$ cat src/rtl/cam_capture_if.sv
// Camera-side and frame-buffer-side signal bundle for cam_capture.
// master drives the camera pins and observes the results; slave is the capture block.
interface cam_capture_if;
  logic       ivsync;
  logic       ihref;
  logic [7:0] idata;
  logic       iclr_err;
  logic       ovs_n;
  logic       ode;
  logic [7:0] odata;
  logic [7:0] oframe_cnt;
  logic [1:0] oerr;

  modport master (
    output ivsync, ihref, idata, iclr_err,
    input  ovs_n, ode, odata, oframe_cnt, oerr
  );

  modport slave (
    input  ivsync, ihref, idata, iclr_err,
    output ovs_n, ode, odata, oframe_cnt, oerr
  );
endinterface

$ cat src/rtl/cam_capture.sv
// Y8 camera capture: registers the camera pins, tracks frame/line structure, crops to
// H_RES x V_RES and flags line-length / line-count errors. Two-cycle pin-to-output latency.
module cam_capture #(
  parameter int unsigned H_RES  = 640,
  parameter int unsigned V_RES  = 480,
  parameter logic        VS_POL = 1'b1
) (
  input logic          iclk,
  input logic          irst_n,
  cam_capture_if.slave cam
);

  localparam logic [11:0] HRes = 12'(H_RES);
  localparam logic [10:0] VRes = 11'(V_RES);

  typedef enum logic [1:0] {StWaitVs, StVblank, StActive} state_e;

  // Stage 1 registers
  logic       vs_q, href_q, clr_q, vs_prev_q, href_prev_q;
  logic [7:0] data_q;
  logic       vs_act, vs_rise, vs_fall, href_fall;

  // Control state and stage 2 output registers
  state_e      state_q, state_d;
  logic [11:0] hcnt_q, hcnt_d;
  logic [10:0] vcnt_q, vcnt_d, vcnt_line;
  logic        vs_n_q, vs_n_d, de_q, de_d;
  logic [7:0]  pdata_q, pdata_d, frame_q, frame_d;
  logic [1:0]  err_q, err_d, err_set;

  assign vs_act    = (vs_q == VS_POL);
  assign vs_rise   = vs_act & ~vs_prev_q;
  assign vs_fall   = ~vs_act & vs_prev_q;
  assign href_fall = href_prev_q & ~href_q;

  // Stage 1: capture pins. vsync history resets to "active" so a pulse already in
  // progress at reset release is not mistaken for a fresh rising edge.
  always_ff @(posedge iclk or negedge irst_n) begin
    if (!irst_n) begin
      vs_q        <= VS_POL;
      href_q      <= 1'b0;
      data_q      <= '0;
      clr_q       <= 1'b0;
      vs_prev_q   <= 1'b1;
      href_prev_q <= 1'b0;
    end else begin
      vs_q        <= cam.ivsync;
      href_q      <= cam.ihref;
      data_q      <= cam.idata;
      clr_q       <= cam.iclr_err;
      vs_prev_q   <= vs_act;
      href_prev_q <= href_q;
    end
  end

  // Next-state, counters and stage 2 output values
  always_comb begin
    state_d   = state_q;
    hcnt_d    = hcnt_q;
    vcnt_d    = vcnt_q;
    frame_d   = frame_q;
    vs_n_d    = 1'b1;
    de_d      = 1'b0;
    pdata_d   = '0;
    err_set   = '0;
    vcnt_line = vcnt_q;
    case (state_q)
      StWaitVs: begin
        hcnt_d = '0;
        vcnt_d = '0;
        if (vs_rise) begin
          state_d = StVblank;
          vs_n_d  = 1'b0;
        end
      end
      StVblank: begin
        vs_n_d = ~vs_act;
        hcnt_d = '0;
        vcnt_d = '0;
        if (vs_fall) state_d = StActive;
      end
      StActive: begin
        vs_n_d = ~vs_act;
        // A line that ends in the same cycle as vsync rises is counted first
        if (href_fall) begin
          err_set[0] = (hcnt_q != HRes);
          hcnt_d     = '0;
          vcnt_line  = (vcnt_q == 11'h7FF) ? vcnt_q : vcnt_q + 11'd1;
          vcnt_d     = vcnt_line;
        end
        if (vs_rise) begin
          state_d    = StVblank;
          frame_d    = frame_q + 8'd1;
          err_set[1] = (vcnt_line != VRes);
          // Partial line aborted by vsync is dropped and not counted
          if (href_q && (hcnt_q != 12'd0)) err_set[0] = 1'b1;
          hcnt_d = '0;
          vcnt_d = '0;
        end else if (href_q) begin
          if ((hcnt_q < HRes) && (vcnt_q < VRes)) begin
            de_d    = 1'b1;
            pdata_d = data_q;
          end
          hcnt_d = (hcnt_q == 12'hFFF) ? hcnt_q : hcnt_q + 12'd1;
        end
      end
      default: state_d = StWaitVs;
    endcase
    // Set beats clear when both land in the same cycle
    err_d = (err_q & ~{2{clr_q}}) | err_set;
  end

  // State, counters and registered outputs
  always_ff @(posedge iclk or negedge irst_n) begin
    if (!irst_n) begin
      state_q <= StWaitVs;
      hcnt_q  <= '0;
      vcnt_q  <= '0;
      vs_n_q  <= 1'b1;
      de_q    <= 1'b0;
      pdata_q <= '0;
      frame_q <= '0;
      err_q   <= '0;
    end else begin
      state_q <= state_d;
      hcnt_q  <= hcnt_d;
      vcnt_q  <= vcnt_d;
      vs_n_q  <= vs_n_d;
      de_q    <= de_d;
      pdata_q <= pdata_d;
      frame_q <= frame_d;
      err_q   <= err_d;
    end
  end

  assign cam.ovs_n      = vs_n_q;
  assign cam.ode        = de_q;
  assign cam.odata      = pdata_q;
  assign cam.oframe_cnt = frame_q;
  assign cam.oerr       = err_q;

endmodule

$ cat src/flat_wrapper.sv
// flat-port wrapper written by rule: the top's interface ports become plain ports
module cam_capture_flat 
#(
  parameter int unsigned H_RES  = 640,
  parameter int unsigned V_RES  = 480,
  parameter logic        VS_POL = 1'b1
)
  (iclk, irst_n, cam_ivsync, cam_ihref, cam_idata, cam_iclr_err, cam_ovs_n, cam_ode, cam_odata, cam_oframe_cnt, cam_oerr);
  cam_capture_if cam_i ();
  input logic iclk;
  input logic irst_n;
  input wire logic [$bits(cam_i.ivsync)-1:0] cam_ivsync;
  input wire logic [$bits(cam_i.ihref)-1:0] cam_ihref;
  input wire logic [$bits(cam_i.idata)-1:0] cam_idata;
  input wire logic [$bits(cam_i.iclr_err)-1:0] cam_iclr_err;
  output wire logic [$bits(cam_i.ovs_n)-1:0] cam_ovs_n;
  output wire logic [$bits(cam_i.ode)-1:0] cam_ode;
  output wire logic [$bits(cam_i.odata)-1:0] cam_odata;
  output wire logic [$bits(cam_i.oframe_cnt)-1:0] cam_oframe_cnt;
  output wire logic [$bits(cam_i.oerr)-1:0] cam_oerr;
  assign cam_i.ivsync = cam_ivsync;
  assign cam_i.ihref = cam_ihref;
  assign cam_i.idata = cam_idata;
  assign cam_i.iclr_err = cam_iclr_err;
  assign cam_ovs_n = cam_i.ovs_n;
  assign cam_ode = cam_i.ode;
  assign cam_odata = cam_i.odata;
  assign cam_oframe_cnt = cam_i.oframe_cnt;
  assign cam_oerr = cam_i.oerr;
  cam_capture #(.H_RES(H_RES), .V_RES(V_RES), .VS_POL(VS_POL)) u_core (.iclk(iclk), .irst_n(irst_n), .cam(cam_i));
endmodule
$ cat config.mk
export PLATFORM = sky130hd
export DESIGN_NAME = cam_capture_flat
export DESIGN_NICKNAME = d
export VERILOG_FILES = /design/src/rtl/cam_capture_if.sv /design/src/rtl/cam_capture.sv /design/src/flat_wrapper.sv
export SDC_FILE = /design/constraint.sdc
export NUM_CORES = 1
export LEC_CHECK = 0
export ABC_CLOCK_PERIOD_IN_PS = 2500
export BUFFER_PORTS_ARGS = -buffer_cell sky130_fd_sc_hd__buf_4
export CAP_MARGIN = 15
export CORE_MARGIN = 1
export CORE_UTILIZATION = 32
export CTS_BUF_LIST = sky130_fd_sc_hd__clkbuf_16
export DETAILED_ROUTE_END_ITERATION = 12
export PLACE_DENSITY = 0.51
export SLEW_MARGIN = 20
export SYNTH_ARGS = -nofsm -noshare
export SYNTH_HDL_FRONTEND = slang
export SYNTH_SLANG_ARGS = --single-unit
$ cat constraint.sdc
create_clock -name iclk -period 2.5 [get_ports iclk]
set_input_delay 0.125 -clock iclk [delete_from_list [all_inputs] [get_ports iclk]]
set_output_delay 0.125 -clock iclk [all_outputs]
set_load 0.01 [all_outputs]
Yosys cells after proc, flatten, opt, wreduce, memory -nomap -nowiden
Index checks and enable logic that the tools add are counted.
- bits in registers: 58
- mux-type cells: 27
- equality and inequality tests: 10
- magnitude comparators: 2
- bitwise operators: 9
- reductions and logical operators: 11
- add/subtract/negate cells: 3
- operators with widths (cell ; count):
    12-bit 2-to-1 mux ; 4
    11-bit 2-to-1 mux ; 4
    8-bit 2-to-1 mux ; 4
    12-bit one-hot mux with 2 select lines ; 1
    11-bit one-hot mux with 2 select lines ; 1
    12-bit by 1-bit adder with 12-bit output (second input constant) ; 1
    12-bit equality test (second input constant) ; 1
    12-bit by 10-bit less-than comparator with 1-bit output (second input constant) ; 1
    12-bit by 10-bit != test with 1-bit output (second input constant) ; 1
    12-bit nonzero test ; 1
    11-bit by 1-bit adder with 11-bit output (second input constant) ; 1
    11-bit equality test (second input constant) ; 1
    11-bit by 9-bit less-than comparator with 1-bit output (second input constant) ; 1
    11-bit by 9-bit != test with 1-bit output (second input constant) ; 1
    8-bit by 1-bit adder with 8-bit output (second input constant) ; 1
    2-bit 2-to-1 mux ; 4
    1-bit 2-to-1 mux ; 7
    2-bit OR reduction ; 3
    2-bit by 1-bit != test with 1-bit output (second input constant) ; 2
    4-bit by 1-bit != test with 1-bit output (second input constant) ; 1
    4-bit != test (second input constant) ; 1
    2-bit one-hot mux with 2 select lines ; 1
    2-bit AND reduction ; 2
    1-bit bitwise AND ; 3
    other kinds (11) ; 14

Logic depth before layout (Yosys ltp)
- depth after elaboration: 8
- depth in mapped cells: 8
- gate-level depth less buffers: 7

Worst setup path before layout
No wires, ideal clock.
- path type: register -> register
- start point: register u_core.vcnt_q[0]
- end point: register u_core.err_q[1] (netlist: u_core.cam.oerr[1])
- data arrival time: 1.819 ns
- required time: 2.362 ns
- setup time: 0.138 ns
- cell stages (with the launch flop): 7
- period minus slack after synthesis: 1.957 ns
- setup slack: 0.543 ns
- cells stage by stage: dfrtp_1 ha_1 and2_1 a41oi_4 or3_1 a2111oi_2 a31oi_1
- cells in the longest elaborated chain, start to end: 8
- RTL lines (item ; line ; text):
    start: declaration ; cam_capture.sv:26 ; logic [10:0] vcnt_q, vcnt_d, vcnt_line;
    start signal: assignment ; cam_capture.sv:127 ; vcnt_q <= vcnt_d;
    11-bit by 1-bit adder with 11-bit output / 11-bit equality test (equally long branches) ; cam_capture.sv:88 ; vcnt_line = (vcnt_q == 11'h7FF) ? vcnt_q : vcnt_q + 11'd1;
    11-bit 2-to-1 mux ; cam_capture.sv:88 ;
    11-bit 2-to-1 mux (*) ; cam_capture.sv:85 ; if (href_fall) begin
    11-bit 2-to-1 mux (*) ; cam_capture.sv:67 ; case (state_q)
    11-bit by 9-bit != test with 1-bit output (*) ; cam_capture.sv:94 ; err_set[1] = (vcnt_line != VRes);
    2-bit 2-to-1 mux (*) ; cam_capture.sv:91 ; if (vs_rise) begin
    2-bit 2-to-1 mux (*) ; cam_capture.sv:67 ;
    2-bit OR (*) ; cam_capture.sv:110 ; err_d = (err_q & ~{2{clr_q}}) | err_set;
    net u_core.err_d[1] ; cam_capture.sv:29 ; logic [1:0] err_q, err_d, err_set;
    end signal: assignment ; cam_capture.sv:132 ; err_q <= err_d;
    end: declaration ; cam_capture.sv:29 ;
The timed path passes the listed nets; every way through them passes the cells marked *. The select of a mux whose other input is x is not followed.
A chain may end at the register's enable or synchronous reset.

Worst setup path in the final report
Same ends and word-level chain as after synthesis.

==> results by group <==
Status
  – Outcome: finished, final reports clean

Floorplan
  – Die Wd: 95.6 microns
  – Die ar.: 9140 sq um
  – Die height: 95.6 microns
  – Core Area: 8340 sq um
  – I/O pin cnt: 33
  – Initial Utilization: 33.6%
  – Row Count: 33

Final layout
  – Layout cells sized above 1: 19.9%
  – # diodes: 0
  – Fill cells: 793
  – Layout Utilization: 43.7%
  – Register area: 1460 sq um
  – Area of the multi-input gates: 1270 sq um
  – Post-route insts no fill: 436
  – Final nets: 349
  – Area grow syn2layout: 30.0%
  – Fin area: 3640 sq um

Route
  – DR top layer: met4
  – Met3 Wirelength: 250 microns
  – Via density: 5.08
  – WL final: 5.99 mm
  – DRT iter0 DRCs: 129
  – Met1 WL: 2.82 mm
  – Met2 WL: 2.83 mm
  – DR vias: 2,213
  – Routed wire per std cell: 13.7 microns
  – DRC viols: 0
  – Antenna viol nets, final: 0
  – DR pass1 iterations: 4

Yosys
  – Primary FF master, synth: dfrtp_1
  – Synth Cell Area: 2800 sq um
  – Synth Area in XOR/XNOR: 2.50%
  – Post-Synth Adder-Cell Area: 4.46%
  – Syn Area/Cell: 10.2 sq um
  – Simple-Gate Fraction of Synth Area: 19.2%
  – Post-synth net total: 298
  – Synth cell types: 52
  – Sequential-to-total area share from yosys stat: 51.9%
  – Syn Inst Count: 275
  – Number of synthesized flops with an enable pin: 0
  – Yosys reg bits: 58
  – Compound-Gate Fraction of Synth Area: 17.9%
  – Async set-or-reset flop fraction in the synthesized netlist: 100%
  – Synth Warn #: 0
  – Post-synthesis mux area share: 1.12%
  – Largest family of logic cells by synthesized area: simple AND/OR/NAND/NOR gates

GRT
  – First-pass GRT wire length: 10.0 mm
  – Antenna violations before repair: 0
  – GRT Total Usage: 14.7%
  – Vias in the first global route: 2,087
  – Largest net degree at the start of global routing: 59
  – Remaining Overflow, GRT: 0

Timing
  – Final-report hold violation count: 0
  – Final Critical Period: 2.21 ns
  – Maximum clock rate: 453 MHz
  – Max-slew violations: 0
  – Setup TNS: 0 ns
  – Tcrit/Tclk final: 88.2%
  – RSZ-0062 raised after global routing: no
  – Slew @ Worst Pin: 0.754 ns
  – Layout Skew: 0.00620 ns
  – Relative slew slack: 49.7%
  – Setup-failing EPs final: 0
  – Final WS setup: 0.294 ns

Clock network
  – CTS tree: done
  – CTS buffer count: 9
  – Latest clock arrival within the worst-skew pair: 0.33 ns
  – Post-CTS Setup Repair Bufs: 0
  – Post-cts resize count: 0
  – Clk root buf: clkbuf_16
  – Htree depth: 3
  – Clk slew on worst S/H paths: 0.05 ns
  – Clock tree buffer depth: 2
  – Hold buffer count at cts: 12
  – CTS sink cnt: 58

Placed design
  – Cell Area, Placed: 3170 sq um
  – Port Buffer Count: 32
  – Gpl congestion: 0.818
  – Dpl hpwl: 4.03 mm
  – Dpl cells: 408
  – Dpl ws: 0.305 ns

Worst setup path
  – Worst-path fanout max: 10
  – Crit path launch type: flip-flop
  – Worst EP arrival: 2.40 ns
  – Crit path largest cell delay: 0.46 ns
  – Worst-path cell chain: ha_1 -> and2_1 -> a41oi_4 -> or3_1 -> a2111oi_2 -> a31oi_1
  – R2R Setup Slk: 0.29 ns
  – Critical path's slowest cell: dfrtp_1
  – Critical path capture point type: flip-flop
  – Worst endpoint required time: 2.69 ns
  – CP Class: reg2reg

Min path
  – Hold WC Path Type: in2async

Power
  – Max VDD drop: 0.409 mV
  – PD cells: 899 nW/um^2
  – Static Leak: 1.65 nW

Flow run
  – Max-cap violation count: 0
area by class of cell:
class / count / area share, %
inverters: 12 / 1.24
well taps: 105 / 3.61
clock buffers: 9 / 6.18
flip-flops and latches: 58 / 40.0
clock inverters: 7 / 3.44
repair buffers: 48 / 10.7
multi-input cells: 197 / 34.9
path summary, 6_finish.rpt:
kind / start / to / cells after the start
worst max-delay path: u_core.vcnt_q[0]$_DFFE_PN0P_ / u_core.cam.oerr[1]$_DFF_PN0_ / 6
worst min-delay path: irst_n / u_core.cam.oframe_cnt[0]$_DFFE_PN0P_ / 2
worst max register to register: u_core.vcnt_q[0]$_DFFE_PN0P_ / u_core.cam.oerr[1]$_DFF_PN0_ / 6
worst min register to register: u_core.vs_act$_DFF_PN1_ / u_core.vs_prev_q$_DFF_PN1_ / 0
max in group asynchronous: irst_n / u_core.vcnt_q[1]$_DFFE_PN0P_ / 2
min in group iclk: u_core.vs_act$_DFF_PN1_ / u_core.vs_prev_q$_DFF_PN1_ / 0
report_power, final:
group	total, mW	leakage (nW)	switching [mW]	internal [mW]
clock	1.43	0.170	0.452	0.981
sequential	1.14	0.761	0.0867	1.05
combinational	0.705	0.715	0.395	0.310
synthesized netlist by cell type, types with 3 or more instances:
library cell,number,area share (%)
a41oi_1,3,0.94
nand3_1,18,3.2
nor4_1,4,0.89
a31oi_1,8,1.8
dfstp_2,3,2.8
ha_1,10,4.5
buf_2,4,0.71
o41ai_1,3,0.94
nand4_1,3,0.67
and2_1,10,2.2
clkbuf_1,3,0.40
nor2b_1,3,0.67
xor2_1,3,0.94
nor2_1,16,2.1
o21ai_1,9,1.6
inv_1,12,1.6
a21oi_1,19,3.4
o21ai_0,11,2.0
nand2b_1,4,0.89
nor3_1,3,0.54
nand2_1,22,2.9
and3_1,5,1.1
dfrtp_1,55,49
xnor2_1,5,1.6
routing by layer:
layer	up-vias	track usage [%]
li1	1107	-
met1	1053	18.8
met2	45	23.5
met3	8	3.75
met4	0	6.59
met5	-	0
registers in the layout, indices dropped and copies added (netlist names):
signal                 cells
u_core.vs_act              1
u_core.cam.oerr            2
u_core.cam.oframe_cnt      8
u_core.vs_prev_q           1
u_core.cam.ovs_n           1
u_core.cam.odata           8
u_core.state_q             2
u_core.clr_q               1
u_core.href_prev_q         1
u_core.hcnt_q             12
u_core.vcnt_q             11
u_core.href_q              1
u_core.data_q              8
u_core.cam.ode             1
worst max-delay path: cells and delay by family, from the launching register on:
kind / cells / cell delay (ns)
AOI/OAI and AO/OA: 3 / 0.71
and+or+nand+nor: 2 / 0.61
DFF: 1 / 0.46
adders and majority gates: 1 / 0.30
stage by stage:
step | power (mW) | hold slack (ns)
final | 3.27 | 0.398
after global routing | 3.46 | 0.406
after CTS | 3.33 | 0.396
after detailed placement | 1.85 | 0.235
after global placement | 1.86 | 0.234
after floorplan | 1.56 | -0.171
cells by family after synthesis:
group / count (synthesis)
and+or+nand+nor: 101
AOI/OAI and AO/OA: 75
DFF: 58
buffers and inverters: 20
adders and majority gates: 10
xor gates and xnor gates: 8
muxes: 3
cells in the final DEF, fill, tap and decap left out, types with 4 or more instances in the layout:
cell type and count:
and2_1 10, o21ai_0 11, xnor2_1 5, buf_4 36
a31oi_1 8, clkbuf_16 9, nor2_1 16, nand2_1 22
inv_1 12, nand2b_1 4, nor4_1 4, and3_1 5
a21oi_1 19, nand3_1 18, o21ai_1 9, ha_1 10
dfrtp_1 55, dlygate4sd3_1 12
Note: power is estimated with default switching activity, not from simulation.
